$ cat config.mk
export PLATFORM = sky130hd
export DESIGN_NAME = sdram_read_arbiter
export DESIGN_NICKNAME = d
export VERILOG_FILES = /design/src/rtl/sdram_read_arbiter.sv
export SDC_FILE = /design/constraint.sdc
export NUM_CORES = 1
export LEC_CHECK = 0
export CORE_UTILIZATION = 43
export DETAILED_ROUTE_END_ITERATION = 10
export HOLD_SLACK_MARGIN = 0.12
export PLACE_DENSITY = 0.87
export SYNTH_ARGS = -nofsm -noshare
export SYNTH_HDL_FRONTEND = slang
export SYNTH_SLANG_ARGS = --single-unit
$ cat constraint.sdc
create_clock -name clock -period 2.55 [get_ports clock]
set_clock_uncertainty 0.05 [all_clocks]
set_input_delay 0.6375 -clock clock [delete_from_list [all_inputs] [get_ports clock]]
set_output_delay 0.6375 -clock clock [all_outputs]
set_load 0.1 [all_outputs]
$ cat src/rtl/sdram_read_arbiter.sv
// Two-client round-robin read arbiter in front of a single Avalon-MM SDRAM port.
// One read is outstanding at a time; a watchdog abandons reads whose data never returns.

module sdram_read_arbiter_checker #(
   parameter int ADDR_W = 26
) (
   input logic              clock,
   input logic              reset_n,
   input logic              req0_valid,
   input logic [ADDR_W-1:0] req0_addr,
   input logic              req0_ack,
   input logic              req1_valid,
   input logic [ADDR_W-1:0] req1_addr,
   input logic              req1_ack
);

   // A request may only be withdrawn in the cycle its ack is visible
   a_req0_hold: assert property (@(posedge clock) disable iff (!reset_n)
      $fell(req0_valid) |-> req0_ack);
   a_req1_hold: assert property (@(posedge clock) disable iff (!reset_n)
      $fell(req1_valid) |-> req1_ack);

   // The address of a pending request must not move before it is acknowledged
   a_req0_addr: assert property (@(posedge clock) disable iff (!reset_n)
      ($past(req0_valid) && req0_valid && !req0_ack) |-> $stable(req0_addr));
   a_req1_addr: assert property (@(posedge clock) disable iff (!reset_n)
      ($past(req1_valid) && req1_valid && !req1_ack) |-> $stable(req1_addr));

endmodule

module sdram_read_arbiter #(
   parameter int ADDR_W         = 26,
   parameter int DATA_W         = 16,
   parameter int TIMEOUT_CYCLES = 255
) (
   input  logic              clock,
   input  logic              reset_n,
   input  logic              req0_valid,
   input  logic [ADDR_W-1:0] req0_addr,
   output logic              req0_ack,
   output logic              rsp0_valid,
   input  logic              req1_valid,
   input  logic [ADDR_W-1:0] req1_addr,
   output logic              req1_ack,
   output logic              rsp1_valid,
   output logic [DATA_W-1:0] rsp_data,
   output logic              rsp_err,
   output logic [7:0]        timeout_count,
   output logic [ADDR_W-1:0] sdram_addr,
   output logic [1:0]        sdram_byteenable_n,
   output logic              sdram_chipselect,
   output logic [DATA_W-1:0] sdram_writedata,
   output logic              sdram_read_n,
   output logic              sdram_write_n,
   input  logic [DATA_W-1:0] sdram_readdata,
   input  logic              sdram_readdata_valid,
   input  logic              sdram_waitrequest
);

   localparam logic [1:0]  ST_IDLE      = 2'd0;
   localparam logic [1:0]  ST_ISSUE     = 2'd1;
   localparam logic [1:0]  ST_WAIT_DATA = 2'd2;
   localparam logic [1:0]  ST_RESPOND   = 2'd3;
   localparam logic [15:0] WDOG_LAST    = 16'(TIMEOUT_CYCLES - 1);

   logic [1:0]        state_r;
   logic              last_grant_r;
   logic              grant_r;
   logic [15:0]       wdog_r;
   logic [ADDR_W-1:0] sdram_addr_r;
   logic              read_n_r;
   logic              chipselect_r;
   logic              req0_ack_r;
   logic              req1_ack_r;
   logic              rsp0_valid_r;
   logic              rsp1_valid_r;
   logic [DATA_W-1:0] rsp_data_r;
   logic              rsp_err_r;
   logic [7:0]        timeout_count_r;
   logic              any_req_s;
   logic              pick_s;

   // Round-robin choice: a lone requester wins, a tie goes to whoever was not served last
   always_comb begin
      any_req_s = req0_valid | req1_valid;
      if (req0_valid && req1_valid) begin
         pick_s = ~last_grant_r;
      end else begin
         pick_s = req1_valid;
      end
   end

   // Transaction sequencer: grant, hold the command through stalls, collect data or time out
   always_ff @(posedge clock or negedge reset_n) begin
      if (!reset_n) begin
         state_r         <= ST_IDLE;
         last_grant_r    <= 1'b1;
         grant_r         <= 1'b0;
         wdog_r          <= 16'd0;
         sdram_addr_r    <= {ADDR_W{1'b0}};
         read_n_r        <= 1'b1;
         chipselect_r    <= 1'b0;
         req0_ack_r      <= 1'b0;
         req1_ack_r      <= 1'b0;
         rsp0_valid_r    <= 1'b0;
         rsp1_valid_r    <= 1'b0;
         rsp_data_r      <= {DATA_W{1'b0}};
         rsp_err_r       <= 1'b0;
         timeout_count_r <= 8'd0;
      end else begin
         req0_ack_r   <= 1'b0;
         req1_ack_r   <= 1'b0;
         rsp0_valid_r <= 1'b0;
         rsp1_valid_r <= 1'b0;
         case (state_r)
            ST_IDLE: begin
               if (any_req_s) begin
                  state_r      <= ST_ISSUE;
                  grant_r      <= pick_s;
                  last_grant_r <= pick_s;
                  sdram_addr_r <= pick_s ? req1_addr : req0_addr;
                  read_n_r     <= 1'b0;
                  chipselect_r <= 1'b1;
                  req0_ack_r   <= ~pick_s;
                  req1_ack_r   <= pick_s;
               end
            end
            ST_ISSUE: begin
               // Avalon forbids dropping a stalled command, so no watchdog runs here
               if (!sdram_waitrequest) begin
                  read_n_r     <= 1'b1;
                  chipselect_r <= 1'b0;
                  wdog_r       <= 16'd0;
                  if (sdram_readdata_valid) begin
                     rsp_data_r   <= sdram_readdata;
                     rsp_err_r    <= 1'b0;
                     rsp0_valid_r <= ~grant_r;
                     rsp1_valid_r <= grant_r;
                     state_r      <= ST_RESPOND;
                  end else begin
                     state_r <= ST_WAIT_DATA;
                  end
               end
            end
            ST_WAIT_DATA: begin
               if (sdram_readdata_valid) begin
                  rsp_data_r   <= sdram_readdata;
                  rsp_err_r    <= 1'b0;
                  rsp0_valid_r <= ~grant_r;
                  rsp1_valid_r <= grant_r;
                  state_r      <= ST_RESPOND;
               end else if (wdog_r == WDOG_LAST) begin
                  rsp_data_r   <= {DATA_W{1'b0}};
                  rsp_err_r    <= 1'b1;
                  rsp0_valid_r <= ~grant_r;
                  rsp1_valid_r <= grant_r;
                  state_r      <= ST_RESPOND;
                  if (timeout_count_r != 8'hFF) begin
                     timeout_count_r <= timeout_count_r + 8'd1;
                  end
               end else begin
                  wdog_r <= wdog_r + 16'd1;
               end
            end
            ST_RESPOND: begin
               state_r <= ST_IDLE;
            end
            default: begin
               state_r      <= ST_IDLE;
               read_n_r     <= 1'b1;
               chipselect_r <= 1'b0;
            end
         endcase
      end
   end

   assign req0_ack           = req0_ack_r;
   assign req1_ack           = req1_ack_r;
   assign rsp0_valid         = rsp0_valid_r;
   assign rsp1_valid         = rsp1_valid_r;
   assign rsp_data           = rsp_data_r;
   assign rsp_err            = rsp_err_r;
   assign timeout_count      = timeout_count_r;
   assign sdram_addr         = sdram_addr_r;
   assign sdram_read_n       = read_n_r;
   assign sdram_chipselect   = chipselect_r;
   assign sdram_write_n      = 1'b1;
   assign sdram_byteenable_n = 2'b00;
   assign sdram_writedata    = {DATA_W{1'b0}};

   sdram_read_arbiter_checker #(.ADDR_W(ADDR_W)) u_checker (
      .clock      (clock),
      .reset_n    (reset_n),
      .req0_valid (req0_valid),
      .req0_addr  (req0_addr),
      .req0_ack   (req0_ack_r),
      .req1_valid (req1_valid),
      .req1_addr  (req1_addr),
      .req1_ack   (req1_ack_r)
   );

endmodule

# ---- Yosys cells after proc, flatten, opt, wreduce, memory -nomap -nowiden
# Cells that the tools add are included.
dict set report totals {
  register_bits 77
  elab_cells 84
}
dict set report classes {
  addsub 2
  n_eq_ne 11
  n_mux 42
  n_bitwise 5
  n_reduce_logical 10
}
# cell count
set op_table {}
lappend op_table {{two-way mux 16 bit} 7}
lappend op_table {{one-hot mux 16 bit (2 select lines)} 2}
lappend op_table {{two-way mux 26 bit} 1}
lappend op_table {{two-way mux 1 bit} 22}
lappend op_table {{adder 16 x 1 -> 16 bit (second input constant)} 1}
lappend op_table {{equality test 16 x 8 -> 1 bit (second input constant)} 1}
lappend op_table {{AND reduction 4 bit} 3}
lappend op_table {{inequality test 2 bit (second input constant)} 5}
lappend op_table {{one-hot mux 1 bit (2 select lines)} 5}
lappend op_table {{adder 8 x 1 -> 8 bit (second input constant)} 1}
lappend op_table {{two-way mux 2 bit} 4}
lappend op_table {{inequality test 8 bit (second input constant)} 1}
lappend op_table {{one-hot mux 2 bit (4 select lines)} 1}
lappend op_table {{AND reduction 3 bit} 2}
lappend op_table {{equality test 2 bit (second input constant)} 2}
lappend op_table {{NOT 1 bit} 4}
lappend op_table {{nonzero test 2 bit} 2}
lappend op_table {{inequality test 3 bit (second input constant)} 1}
lappend op_table {{equality test 2 x 1 -> 1 bit (second input constant)} 1}
lappend op_table {{logical NOT 2 bit} 1}
lappend op_table {{AND reduction 2 bit} 1}
lappend op_table {{logical AND 1 bit} 1}
lappend op_table {{bitwise OR 1 bit} 1}

# ---- Longest topological paths before layout
dict set report logic_depth {
  word_depth 5
  ltp_mapped 8
  ltp_nobuf 7
}

# ---- Worst setup path after synthesis
# Ideal clock, no wire load.
dict set report synth_path {
  kind {reg2reg}
  from {register timeout_count_r[0] (netlist: timeout_count[0])}
  to {register timeout_count_r[1] (netlist: timeout_count[1])}
  setup_time_ps 128
  arrival_time_ps 2122
  required_time_ps 2372
  setup_slack_ps 249
  path_stages_with_launch 6
  period_less_slack_ps 2301
  cell_sequence {dfrtp_1 > ha_1 > nand3_1 > o31a_1 > nand3_4 > mux2_1}
}
dict set report synth_via {
  elab_chain_cells 2
  elab_cells_between_ends 3
}
# item line
set synth_lines {}
lappend synth_lines {{start: declaration} 79} ;# logic [7:0] timeout_count_r;
lappend synth_lines {{start signal: assignment} 159} ;# timeout_count_r <= timeout_count_r + 8'd1;
lappend synth_lines {{branches (longest 2 deep; another with adder 8 x 1 -> 8 bit)} n/a}
# Parallel ways; which one is timed is not known.
# A chain may end at the register's enable or synchronous reset.

# ---- Worst setup path after layout
dict set report layout_path {
  from {register wdog_r[12]}
  to {register wdog_r[15]}
}
dict set report layout_via {
  elab_chain_cells 4
  elab_cells_between_ends 7
}
# item line
set layout_lines {}
lappend layout_lines {{start: declaration} 69} ;# logic [15:0] wdog_r;
lappend layout_lines {{start signal: assignment} 162} ;# wdog_r <= wdog_r + 16'd1;
lappend layout_lines {{adder 16 x 1 -> 16 bit} 162}
lappend layout_lines {{two-way mux 16 bit} 152} ;# end else if (wdog_r == WDOG_LAST) begin
lappend layout_lines {{two-way mux 16 bit} 146} ;# if (sdram_readdata_valid) begin
lappend layout_lines {{one-hot mux 16 bit (2 select lines)} 115} ;# case (state_r)
# Several ways; a longest one is shown, not always the timed one. The select of a mux whose other input is x is not followed.

==> reports/results.ini <==
[drt]
wl_um=8850
drc=0
detailroute.via_count=3162
drtPass1Iterations=6
wire_per_inst_um=15.2
ant_nets=0
avgViaCountPerCell=5.43
drtIter0Drc=234

[final_layout]
fin_area_mm2=0.00509
multi_input_area_mm2=0.00142
nFillCells=642
final_layout_size_suffix_gt1_share_pct=21.4
seq_area_mm2=0.00193
final_core_util_pct=62.2
nets=552
antenna_cells=0
instances_no_fill=582
area_growth_pct=40.8

[floorplanning]
die_h_um=93.7
fp-row-count=33
start_util_pct=44.2
core-area_mm2=0.00818
io_pins=150
dieWidth_um=93.7
die_area_mm2=0.00877

[clock_tree]
cts_setup_buffers=0
clock-sinks=77
clock-root-buffer=clkbuf_8
cts-buffers-inserted=9
clkLatencyLatePin_ns=0.34
htree_levels=3
postCtsHoldBufs=0
cts_tree=built
cts_max_path_buffers=2
clkSlewWorstSetupHoldPaths_ns=0.08
cts_resized=0

[synthesis]
ys_ff_latch=77
synth_edf_count=0
synth.most_common_cell=dfrtp_1
synth_common_cells=dfrtp_1, inv_1, a222oi_1
yosysSeqAreaShare_pct=53.4
synth_cells=331
yosys_warnings=0
yosysTopAreaCell=dfrtp_1
ys_top_cells_by_area=dfrtp_1, a222oi_1, buf_4, a22o_1, inv_1
synth.cell_area_mm2=0.00361
synth.top_cell.area_share_pct=52.0
synthDistinctLibCells=50
synth_area_per_cell_um2=10.9
ys_async_sr_fraction_pct=100
synth-main-ff-cell=dfrtp_1

[place]
portBuffers=130
dpl_cell_area_mm2=0.00488
place_hpwl_um=6410
place_congestion=0.878
dp_slack_ns=0.122
dp.cells=566

[timing]
setup-tns-final_ns=0
layout_worst_path_cycle_share_pct=91.0
setup_violations=0
rsz0062_at_grt=no
relSlewSlack_pct=58.9
period_minus_slack_ns=2.32
finalWorstSetupSlack_ns=0.229
slew_viol_final=0
fmax_mhz=431
hold_viol=0
worst-slew-pin-transition_ns=0.616

[global_routing]
groute.usage.overall_pct=20.4
grt_pass1_wl_um=14000
grt_antenna_before_repair=0
grt_overflow=0
first_global_vias=2963
grt_max_degree=50

[setup_path]
r2r-start=wdog_r[12]$_DFFE_PN0P_
path_max_fanout=9
max_stage_delay_ns=0.62
crit_type=reg -> reg
crit_required_ns=2.73
cpMaxStageDelayCell=or4_4
crit_path_end_kind=flip-flop
path_cells=or4_4 -> or4_4 -> nand3_2 -> buf_4 -> or3_1 -> o21ai_1
r2r-end=wdog_r[15]$_DFFE_PN0P_
worstSetupStartpoint=wdog_r[12]$_DFFE_PN0P_
crit_path_start_kind=flip-flop
crit_family=simple AND/OR/NAND/NOR gates
r2r_cells=6
crit_cells=6
critPathBufInv=1
cpMostUsedCell=or4_4
r2r_slack_ns=0.23
arrival_ns=2.51

[pwr]
power_density_mw_per_mm2=1470
power.leakage_nw=2.41
ir_drop_uv=1050

[job]
max_cap_violations=0

[outcome]
outcome=finished clean

[hold_path]
min_path_type=in -> async

how the worst max path moves through the flow:
| stage | to | slack (ns) |
|---|---|---|
| floorplan | timeout_count[1]$_DFFE_PN0P_ | 0.25 |
| global placement | wdog_r[6]$_DFFE_PN0P_ | 0.22 |
| detailed placement | sdram_addr[22]$_DFFE_PN0P_ | 0.12 |
| CTS | wdog_r[15]$_DFFE_PN0P_ | 0.23 |
| global route | wdog_r[15]$_DFFE_PN0P_ | 0.13 |
| finish | wdog_r[15]$_DFFE_PN0P_ | 0.23 |
placed cells by master, fill, tap and decap left out, types with 6 or more instances in the layout:
cell and instances:
dfrtp_1 75, clkdlybuf4s50_1 72, buf_4 72, inv_1 36
a222oi_1 25, nand2_1 19, conb_1 19, nor2_1 17
a22o_1 16, nand3_1 10, clkbuf_8 10, o21ai_0 9
o21ai_1 8, o31ai_1 8, ha_1 6
registers in the layout (all words and copies together), names as in the netlist:
name,count
sdram_addr,26
rsp_data,16
wdog_r,16
timeout_count,8
state_r,2
grant_r,1
last_grant_r,1
req0_ack,1
req1_ack,1
rsp0_valid,1
rsp1_valid,1
rsp_err,1
sdram_chipselect,1
sdram_read_n,1
through the flow:
step	hold WS, ns	power [mW]
global placement	0.391	6.48
floorplan	0.292	5.49
CTS	0.263	7.53
detailed placement	0.408	6.56
finish	0.249	7.50
global route	0.285	7.83
routing by layer:
| layer | up-vias | global-route usage, % | routed length (um) | part of all wire (%) |
|---|---|---|---|---|
| met5 | - | 0 | 0 | 0 |
| met4 | 0 | 5.90 | 158 | 1.8 |
| met3 | 14 | 4.69 | 583 | 6.6 |
| met2 | 128 | 34.2 | 4390 | 50 |
| met1 | 1546 | 26.4 | 3710 | 42 |
| li1 | 1474 | - | - | - |
where the power goes:
group | switching (mW) | internal (mW)
clock | 0.459 | 0.485
combinational | 3.59 | 1.10
sequential | 0.238 | 1.63
cell type report:
class	instances	share of cell area [%]
Inverter	37	2.73
Timing Repair Buffer	144	24.8
Clock buffer	10	2.71
Multi-Input combinational cell	203	27.9
Tap cell	105	2.58
Clock inverter	6	1.40
Sequential cell	77	37.9
cell families after synthesis:
group           count (synthesis)  share of synthesized area [%]
compound gates                 93                           20.5
xor+xnor                        8                           1.94
fa+ha+maj                       6                           2.08
buf+inv                        68                           9.21
flops                          77                           53.4
mux                             2                          0.589
other cells                     2                          0.208
simple gates                   75                           12.0
(Power assumes the default switching activity.)
